==> src/rtl/sram_1rw1r_arbiter_if.sv <==
// Client-side bundle for one SRAM requester: command, combinational grant, tagged read return.
// Grant is combinational in the request cycle; read data returns two cycles after the grant.
// No backpressure on the return path: the client must accept every rvalid pulse.
interface sram_1rw1r_arbiter_if #(
    parameter int ADDR_WIDTH = 8,
    parameter int DATA_WIDTH = 32,
    parameter int NUM_WMASKS = 4
);
    logic                  req;
    logic                  we;
    logic [NUM_WMASKS-1:0] wmask;
    logic [ADDR_WIDTH-1:0] addr;
    logic [DATA_WIDTH-1:0] wdata;
    logic                  gnt;
    logic                  rvalid;
    logic [DATA_WIDTH-1:0] rdata;

    modport master (output req, we, wmask, addr, wdata, input  gnt, rvalid, rdata);
    modport slave  (input  req, we, wmask, addr, wdata, output gnt, rvalid, rdata);
endinterface

==> src/rtl/sram_1rw1r_arbiter.sv <==
// Shares one 1RW+1R SRAM: m0/m1 round-robin on RW port 0, read-only m2 on R port 1.
// Grants are combinational; read data returns with rvalid exactly 2 cycles after the grant.
// Requesters hold req until gnt; responses cannot be stalled.
module sram_1rw1r_arbiter #(
    parameter int ADDR_WIDTH = 8,
    parameter int DATA_WIDTH = 32,
    parameter int NUM_WMASKS = 4
) (
    input  logic                  clk,
    input  logic                  rst_n,
    sram_1rw1r_arbiter_if.slave   m0,
    sram_1rw1r_arbiter_if.slave   m1,
    sram_1rw1r_arbiter_if.slave   m2,
    output logic                  sram_clk0,
    output logic                  sram_csb0,
    output logic                  sram_web0,
    output logic [NUM_WMASKS-1:0] sram_wmask0,
    output logic [ADDR_WIDTH-1:0] sram_addr0,
    output logic [DATA_WIDTH-1:0] sram_din0,
    input  logic [DATA_WIDTH-1:0] sram_dout0,
    output logic                  sram_clk1,
    output logic                  sram_csb1,
    output logic [ADDR_WIDTH-1:0] sram_addr1,
    input  logic [DATA_WIDTH-1:0] sram_dout1
);

    typedef struct packed {
        logic                  we;
        logic [NUM_WMASKS-1:0] wmask;
        logic [ADDR_WIDTH-1:0] addr;
        logic [DATA_WIDTH-1:0] wdata;
    } p0_cmd_t;

    typedef struct packed {
        logic p0_vld;
        logic p0_id;
        logic p2_vld;
    } rd_tag_t;

    logic    rr_ptr;
    logic    gnt0;
    logic    gnt1;
    logic    gnt2;
    logic    p0_gnt;
    logic    collide;
    p0_cmd_t cmd_m0;
    p0_cmd_t cmd_m1;
    p0_cmd_t win_cmd;
    rd_tag_t tag_d;
    rd_tag_t tag_q;

    logic                  m0_rvalid_q;
    logic                  m1_rvalid_q;
    logic                  m2_rvalid_q;
    logic [DATA_WIDTH-1:0] m0_rdata_q;
    logic [DATA_WIDTH-1:0] m1_rdata_q;
    logic [DATA_WIDTH-1:0] m2_rdata_q;

    // m2 is read-only; its write fields exist only because the bundle is shared.
    wire unused_m2 = ^{m2.we, m2.wmask, m2.wdata};

    assign sram_clk0 = clk;
    assign sram_clk1 = clk;

    assign cmd_m0 = {m0.we, m0.wmask, m0.addr, m0.wdata};
    assign cmd_m1 = {m1.we, m1.wmask, m1.addr, m1.wdata};

    // rr_ptr names the master that wins a tie; it points at whoever lost last time.
    always_comb begin
        gnt0 = 1'b0;
        gnt1 = 1'b0;
        if (rst_n) begin
            if (m0.req && m1.req) begin
                gnt0 = !rr_ptr;
                gnt1 = rr_ptr;
            end else begin
                gnt0 = m0.req;
                gnt1 = m1.req;
            end
        end
    end

    assign p0_gnt = gnt0 | gnt1;

    always_comb begin
        win_cmd = '0;
        if (gnt0) begin
            win_cmd = cmd_m0;
        end else if (gnt1) begin
            win_cmd = cmd_m1;
        end
    end

    // A same-cycle port-0 write to the address m2 wants would race the port-1 read; m2 retries.
    assign collide = p0_gnt && win_cmd.we && (win_cmd.addr == m2.addr);
    assign gnt2    = rst_n && m2.req && !collide;

    assign m0.gnt = gnt0;
    assign m1.gnt = gnt1;
    assign m2.gnt = gnt2;

    assign sram_csb0   = !p0_gnt;
    assign sram_web0   = !win_cmd.we;
    assign sram_wmask0 = win_cmd.wmask;
    assign sram_addr0  = win_cmd.addr;
    assign sram_din0   = win_cmd.wdata;

    assign sram_csb1  = !gnt2;
    assign sram_addr1 = gnt2 ? m2.addr : '0;

    assign tag_d = '{p0_vld: p0_gnt && !win_cmd.we, p0_id: gnt1, p2_vld: gnt2};

    always_ff @(posedge clk) begin
        if (!rst_n) begin
            rr_ptr <= 1'b0;
            tag_q  <= '0;
        end else begin
            if (p0_gnt) begin
                rr_ptr <= gnt0;
            end
            tag_q <= tag_d;
        end
    end

    // The SRAM drives dout during the cycle after the grant; capture it as the tag retires.
    always_ff @(posedge clk) begin
        if (!rst_n) begin
            m0_rvalid_q <= 1'b0;
            m1_rvalid_q <= 1'b0;
            m2_rvalid_q <= 1'b0;
            m0_rdata_q  <= '0;
            m1_rdata_q  <= '0;
            m2_rdata_q  <= '0;
        end else begin
            m0_rvalid_q <= tag_q.p0_vld && !tag_q.p0_id;
            m1_rvalid_q <= tag_q.p0_vld && tag_q.p0_id;
            m2_rvalid_q <= tag_q.p2_vld;
            if (tag_q.p0_vld && !tag_q.p0_id) begin
                m0_rdata_q <= sram_dout0;
            end
            if (tag_q.p0_vld && tag_q.p0_id) begin
                m1_rdata_q <= sram_dout0;
            end
            if (tag_q.p2_vld) begin
                m2_rdata_q <= sram_dout1;
            end
        end
    end

    assign m0.rvalid = m0_rvalid_q;
    assign m1.rvalid = m1_rvalid_q;
    assign m2.rvalid = m2_rvalid_q;
    assign m0.rdata  = m0_rdata_q;
    assign m1.rdata  = m1_rdata_q;
    assign m2.rdata  = m2_rdata_q;

endmodule
==> src/flat_wrapper.sv <==
// flat-port wrapper written by rule: the top's interface ports become plain ports
module sram_1rw1r_arbiter_flat 
#(
    parameter int ADDR_WIDTH = 8,
    parameter int DATA_WIDTH = 32,
    parameter int NUM_WMASKS = 4
)
  (clk, rst_n, sram_clk0, sram_csb0, sram_web0, sram_wmask0, sram_addr0, sram_din0, sram_dout0, sram_clk1, sram_csb1, sram_addr1, sram_dout1, m0_req, m0_we, m0_wmask, m0_addr, m0_wdata, m0_gnt, m0_rvalid, m0_rdata, m1_req, m1_we, m1_wmask, m1_addr, m1_wdata, m1_gnt, m1_rvalid, m1_rdata, m2_req, m2_we, m2_wmask, m2_addr, m2_wdata, m2_gnt, m2_rvalid, m2_rdata);
  sram_1rw1r_arbiter_if #(.ADDR_WIDTH(ADDR_WIDTH), .DATA_WIDTH(DATA_WIDTH), .NUM_WMASKS(NUM_WMASKS)) m0_i ();
  sram_1rw1r_arbiter_if #(.ADDR_WIDTH(ADDR_WIDTH), .DATA_WIDTH(DATA_WIDTH), .NUM_WMASKS(NUM_WMASKS)) m1_i ();
  sram_1rw1r_arbiter_if #(.ADDR_WIDTH(ADDR_WIDTH), .DATA_WIDTH(DATA_WIDTH), .NUM_WMASKS(NUM_WMASKS)) m2_i ();
  input  logic clk;
  input  logic rst_n;
  output logic sram_clk0;
  output logic sram_csb0;
  output logic sram_web0;
  output logic [NUM_WMASKS-1:0] sram_wmask0;
  output logic [ADDR_WIDTH-1:0] sram_addr0;
  output logic [DATA_WIDTH-1:0] sram_din0;
  input  logic [DATA_WIDTH-1:0] sram_dout0;
  output logic sram_clk1;
  output logic sram_csb1;
  output logic [ADDR_WIDTH-1:0] sram_addr1;
  input  logic [DATA_WIDTH-1:0] sram_dout1;
  input wire logic [$bits(m0_i.req)-1:0] m0_req;
  input wire logic [$bits(m0_i.we)-1:0] m0_we;
  input wire logic [$bits(m0_i.wmask)-1:0] m0_wmask;
  input wire logic [$bits(m0_i.addr)-1:0] m0_addr;
  input wire logic [$bits(m0_i.wdata)-1:0] m0_wdata;
  output wire logic [$bits(m0_i.gnt)-1:0] m0_gnt;
  output wire logic [$bits(m0_i.rvalid)-1:0] m0_rvalid;
  output wire logic [$bits(m0_i.rdata)-1:0] m0_rdata;
  input wire logic [$bits(m1_i.req)-1:0] m1_req;
  input wire logic [$bits(m1_i.we)-1:0] m1_we;
  input wire logic [$bits(m1_i.wmask)-1:0] m1_wmask;
  input wire logic [$bits(m1_i.addr)-1:0] m1_addr;
  input wire logic [$bits(m1_i.wdata)-1:0] m1_wdata;
  output wire logic [$bits(m1_i.gnt)-1:0] m1_gnt;
  output wire logic [$bits(m1_i.rvalid)-1:0] m1_rvalid;
  output wire logic [$bits(m1_i.rdata)-1:0] m1_rdata;
  input wire logic [$bits(m2_i.req)-1:0] m2_req;
  input wire logic [$bits(m2_i.we)-1:0] m2_we;
  input wire logic [$bits(m2_i.wmask)-1:0] m2_wmask;
  input wire logic [$bits(m2_i.addr)-1:0] m2_addr;
  input wire logic [$bits(m2_i.wdata)-1:0] m2_wdata;
  output wire logic [$bits(m2_i.gnt)-1:0] m2_gnt;
  output wire logic [$bits(m2_i.rvalid)-1:0] m2_rvalid;
  output wire logic [$bits(m2_i.rdata)-1:0] m2_rdata;
  assign m0_i.req = m0_req;
  assign m0_i.we = m0_we;
  assign m0_i.wmask = m0_wmask;
  assign m0_i.addr = m0_addr;
  assign m0_i.wdata = m0_wdata;
  assign m0_gnt = m0_i.gnt;
  assign m0_rvalid = m0_i.rvalid;
  assign m0_rdata = m0_i.rdata;
  assign m1_i.req = m1_req;
  assign m1_i.we = m1_we;
  assign m1_i.wmask = m1_wmask;
  assign m1_i.addr = m1_addr;
  assign m1_i.wdata = m1_wdata;
  assign m1_gnt = m1_i.gnt;
  assign m1_rvalid = m1_i.rvalid;
  assign m1_rdata = m1_i.rdata;
  assign m2_i.req = m2_req;
  assign m2_i.we = m2_we;
  assign m2_i.wmask = m2_wmask;
  assign m2_i.addr = m2_addr;
  assign m2_i.wdata = m2_wdata;
  assign m2_gnt = m2_i.gnt;
  assign m2_rvalid = m2_i.rvalid;
  assign m2_rdata = m2_i.rdata;
  sram_1rw1r_arbiter #(.ADDR_WIDTH(ADDR_WIDTH), .DATA_WIDTH(DATA_WIDTH), .NUM_WMASKS(NUM_WMASKS)) u_core (.clk(clk), .rst_n(rst_n), .m0(m0_i), .m1(m1_i), .m2(m2_i), .sram_clk0(sram_clk0), .sram_csb0(sram_csb0), .sram_web0(sram_web0), .sram_wmask0(sram_wmask0), .sram_addr0(sram_addr0), .sram_din0(sram_din0), .sram_dout0(sram_dout0), .sram_clk1(sram_clk1), .sram_csb1(sram_csb1), .sram_addr1(sram_addr1), .sram_dout1(sram_dout1));
endmodule
==> config.mk <==
export PLATFORM = sky130hd
export DESIGN_NAME = sram_1rw1r_arbiter_flat
export DESIGN_NICKNAME = d
export VERILOG_FILES = /design/src/rtl/sram_1rw1r_arbiter_if.sv /design/src/rtl/sram_1rw1r_arbiter.sv /design/src/flat_wrapper.sv
export SDC_FILE = /design/constraint.sdc
export NUM_CORES = 1
export LEC_CHECK = 0
export BUFFER_PORTS_ARGS = -buffer_cell sky130_fd_sc_hd__buf_2
export CAP_MARGIN = 40
export CORE_AREA = 2 2 141 143
export DETAILED_ROUTE_END_ITERATION = 8
export DIE_AREA = 0 0 143 145
export HOLD_SLACK_MARGIN = 0.1
export PLACE_DENSITY = 0.57
export SLEW_MARGIN = 40
export SYNTH_ARGS = -nofsm -noshare
export SYNTH_HDL_FRONTEND = slang
export SYNTH_SLANG_ARGS = --single-unit
==> constraint.sdc <==
create_clock -name clk -period 2.1 [get_ports clk]
set_input_delay 0.105 -clock clk [delete_from_list [all_inputs] [get_ports clk]]
set_output_delay 0.105 -clock clk [all_outputs]
set_load 0.01 [all_outputs]
* Word level (Yosys, flattened, before mapping)
Index checks and enable logic that the tools add are counted.
Operators by class: reductions and logical operators 14, equal/unequal tests 1, bitwise operators 1, mux-type cells 7
Operator list (count):
- 2-to-1 mux 45 bit | 2
- equality test 8 bit | 1
- logical AND 1 bit | 8
- 2-to-1 mux 8 bit | 1
- logical NOT 1 bit | 6
- 2-to-1 mux 1 bit | 4
- OR 1 bit | 1
Word-level totals: logic and storage cells 33, bits in registers 103, bits of input ports 204, output and inout port bits 159

* Depth between registers and ports, before layout
depth after elaboration 10, depth in mapped cells 7, depth with buffers taken out 5

==> reports/summary.txt <==
floorplan core area - 19200 sq um
Post-synth ARST share - 0%
All-Layer GR Usage - 16.3%
PortBufs - 325
Post-Place Cells - 1082
CP required - 2.00 ns
Residual DRC - 0
FILL cells - 1970
clk slew on worst S/H paths - 0.07 ns
failing checks - negative setup slack
top cell type's share of synthesized area - 47.5%
Post-synth EDFFs - 0
initial cell density of the core - 22.6%
via count - 5192
syn_nets - 728
crit path kind - reg2out
Post-DRT Antenna Nets - 0
slew margin rel. - 48.8%
insertion delay to the later sink of the worst-skew pair - 0.46 ns
largest net degree at the start of global routing - 93
Setup crit start kind - flip-flop
Worst Skew - 0.0120 ns
Yosys top cell by area - dfxtp_1
Top Ports - 363
global-route wire length before repair - 26500 microns
Diodes inserted - 0
leakage power - 0.00359 uW
Post-Syn Area - 4340 sq um
Peak Freq - 423 MHz
Peak VDD IR - 0.000463 V
setup ws final - -0.262 ns
sequential area share after synthesis - 47.5%
die area - 20700 sq um
Worst-Margin Slew - 0.767 ns
Worst Hold Class - in2reg
Final Hold Viols - 0
initial antenna violation count - 0
Post-Syn Area per Cell - 8.28 sq um
Row Count - 51
status - finished with violations
Max FO, Critical Path - 6
Overflow after GRT - 0
final cell count without fillers - 1172
crit end category - output pin
RSZ-0062 raised after global routing - yes
Layout area overhead - 71.2%
DP Area - 6230 sq um
Seq cells post-synth - 103
total iterations of the first detailed-routing run - 6
Initial DRC Count - 137
share of cells above drive strength 1 - 42.1%
PwrDens - 703 nW/um^2
Yosys warnings - 0
Tmin final - 2.36 ns
synth top area cells - dfxtp_1 (48%), nand2_1 (12%), a21oi_1 (7.5%), mux2i_1 (7.4%), a22o_1 (7.3%)
cells along the critical path - nand2b_4, a32o_1, a21o_1, a211oi_2, buf_4, a31oi_2, buf_2
CP max stage delay - 0.37 ns
CTS tree - built
gpl congestion - 0.880
final core utilization - 38.7%
Routed WL - 17600 microns
drt via density - 4.43
fin crit share - 112%
Top FF cell, synth - dfxtp_1
Finished Cell Area - 7430 sq um
wire per inst - 15.0 microns
Setup violations, final - 10
most common cell in the netlist - nand2_1
Die Y - 145 microns
die width - 143 microns
Worst path slowest cell - dfxtp_4
Final #Nets - 1107
CP arrival - 2.26 ns
Yosys cell types - 40
Detailed Place HPWL - 12000 microns
Max Slew Vio Count - 0
number of global-route vias before repair - 5039
list of most frequent post-synthesis cells - nand2_1 (141), dfxtp_1 (103), a21oi_1 (65)
synthesized instance count - 524
max-cap violations - 0
-- repair_timing --
action / in CTS / in global routing
buffers inserted: 2 / 0
endpoints found under the setup margin: 13 / 46
pin swaps: 5 / 6
cloned: 1 / 1
endpoints found under the hold margin: 99 / 0
hold buffers: 67 / 0
resized for setup: 14 / 8
-- final timing paths --
kind / startpoint / end / slack, ns / depth (start not counted)
max: u_core.rr_ptr / sram_addr1[1] / -0.26 / 7
min: rst_n / u_core.m2.rdata[2] / 0.14 / 3
max reg2reg: u_core.rr_ptr / u_core.tag_q[0] / 0.37 / 6
min reg2reg: u_core.m0.rdata[6] / u_core.m0.rdata[6] / 0.45 / 2
-- cell type report --
class	instances	area [sq um]	area share, %
inverter	5	20.0	0.270
multi-input combinational	371	2160	29.0
clock inverter	4	55.1	0.741
clock buffer	17	353	4.75
tap	265	332	4.47
timing repair buffer	407	2440	32.9
sequential	103	2070	27.8
-- cell families after synthesis --
group	share of synthesized area, %
DFF	47.5
muxes	7.39
buffers and inverters	4.90
AOI/OAI and AO/OA	20.1
xor gates and xnor gates	0.404
and+or+nand+nor	19.6
-- sequential cells by signal, indices dropped and copies added, names as in the netlist --
name,count
u_core.m2.rdata,32
u_core.m2.rvalid,1
u_core.m0.rvalid,1
u_core.m1.rdata,32
u_core.m0.rdata,32
u_core.m1.rvalid,1
u_core.rr_ptr,1
u_core.tag_q,3
-- worst max-delay path: cells and delay by family (launching register included) --
kind                   cells  cell delay (ns)
AO/OA/AOI/OAI              4             0.86
buffers and inverters      2             0.39
flip-flops                 1             0.37
AND/OR/NAND/NOR            1             0.17
-- stage by stage --
step	hold WS (ns)	setup slack (ns)	total power (uW)	TNS [ns]
after floorplan	0.197	0.214	2620	0
after detailed placement	0.206	0.0853	3020	0
final	0.139	-0.262	5220	-2.36
after global routing	0.150	-0.373	5490	-4.18
after global placement	0.206	0.123	3020	0
after CTS	0.104	-0.244	5280	-2.16
-- power by group --
group | switching [uW] | internal [uW]
registers | 48.6 | 2040
clock network | 856 | 1310
logic | 499 | 466
total | 1400 | 3820
-- layer usage --
layer | part of all wire [%] | GRT usage (%) | wire, microns
met1 | 42 | 19.3 | 7300
met2 | 47 | 26.9 | 8310
met3 | 8.7 | 5.68 | 1540
met4 | 2.4 | 6.53 | 424
met5 | 0 | 0 | 0
-- cells in the final DEF (no fill, tap or decap), types with 4 or more instances in the layout --
master and instances:
nor2_1 40, mux2i_1 32, a31oi_1 4, dlygate4sd3_1 67
a32oi_1 4, buf_2 326, buf_4 10, and2_1 5
dfxtp_1 101, nand2_1 141, a21oi_1 65, buf_6 5
inv_1 4, a22o_1 36, clkbuf_16 13, nor2b_1 7
Power figures use the tool's default switching activity.
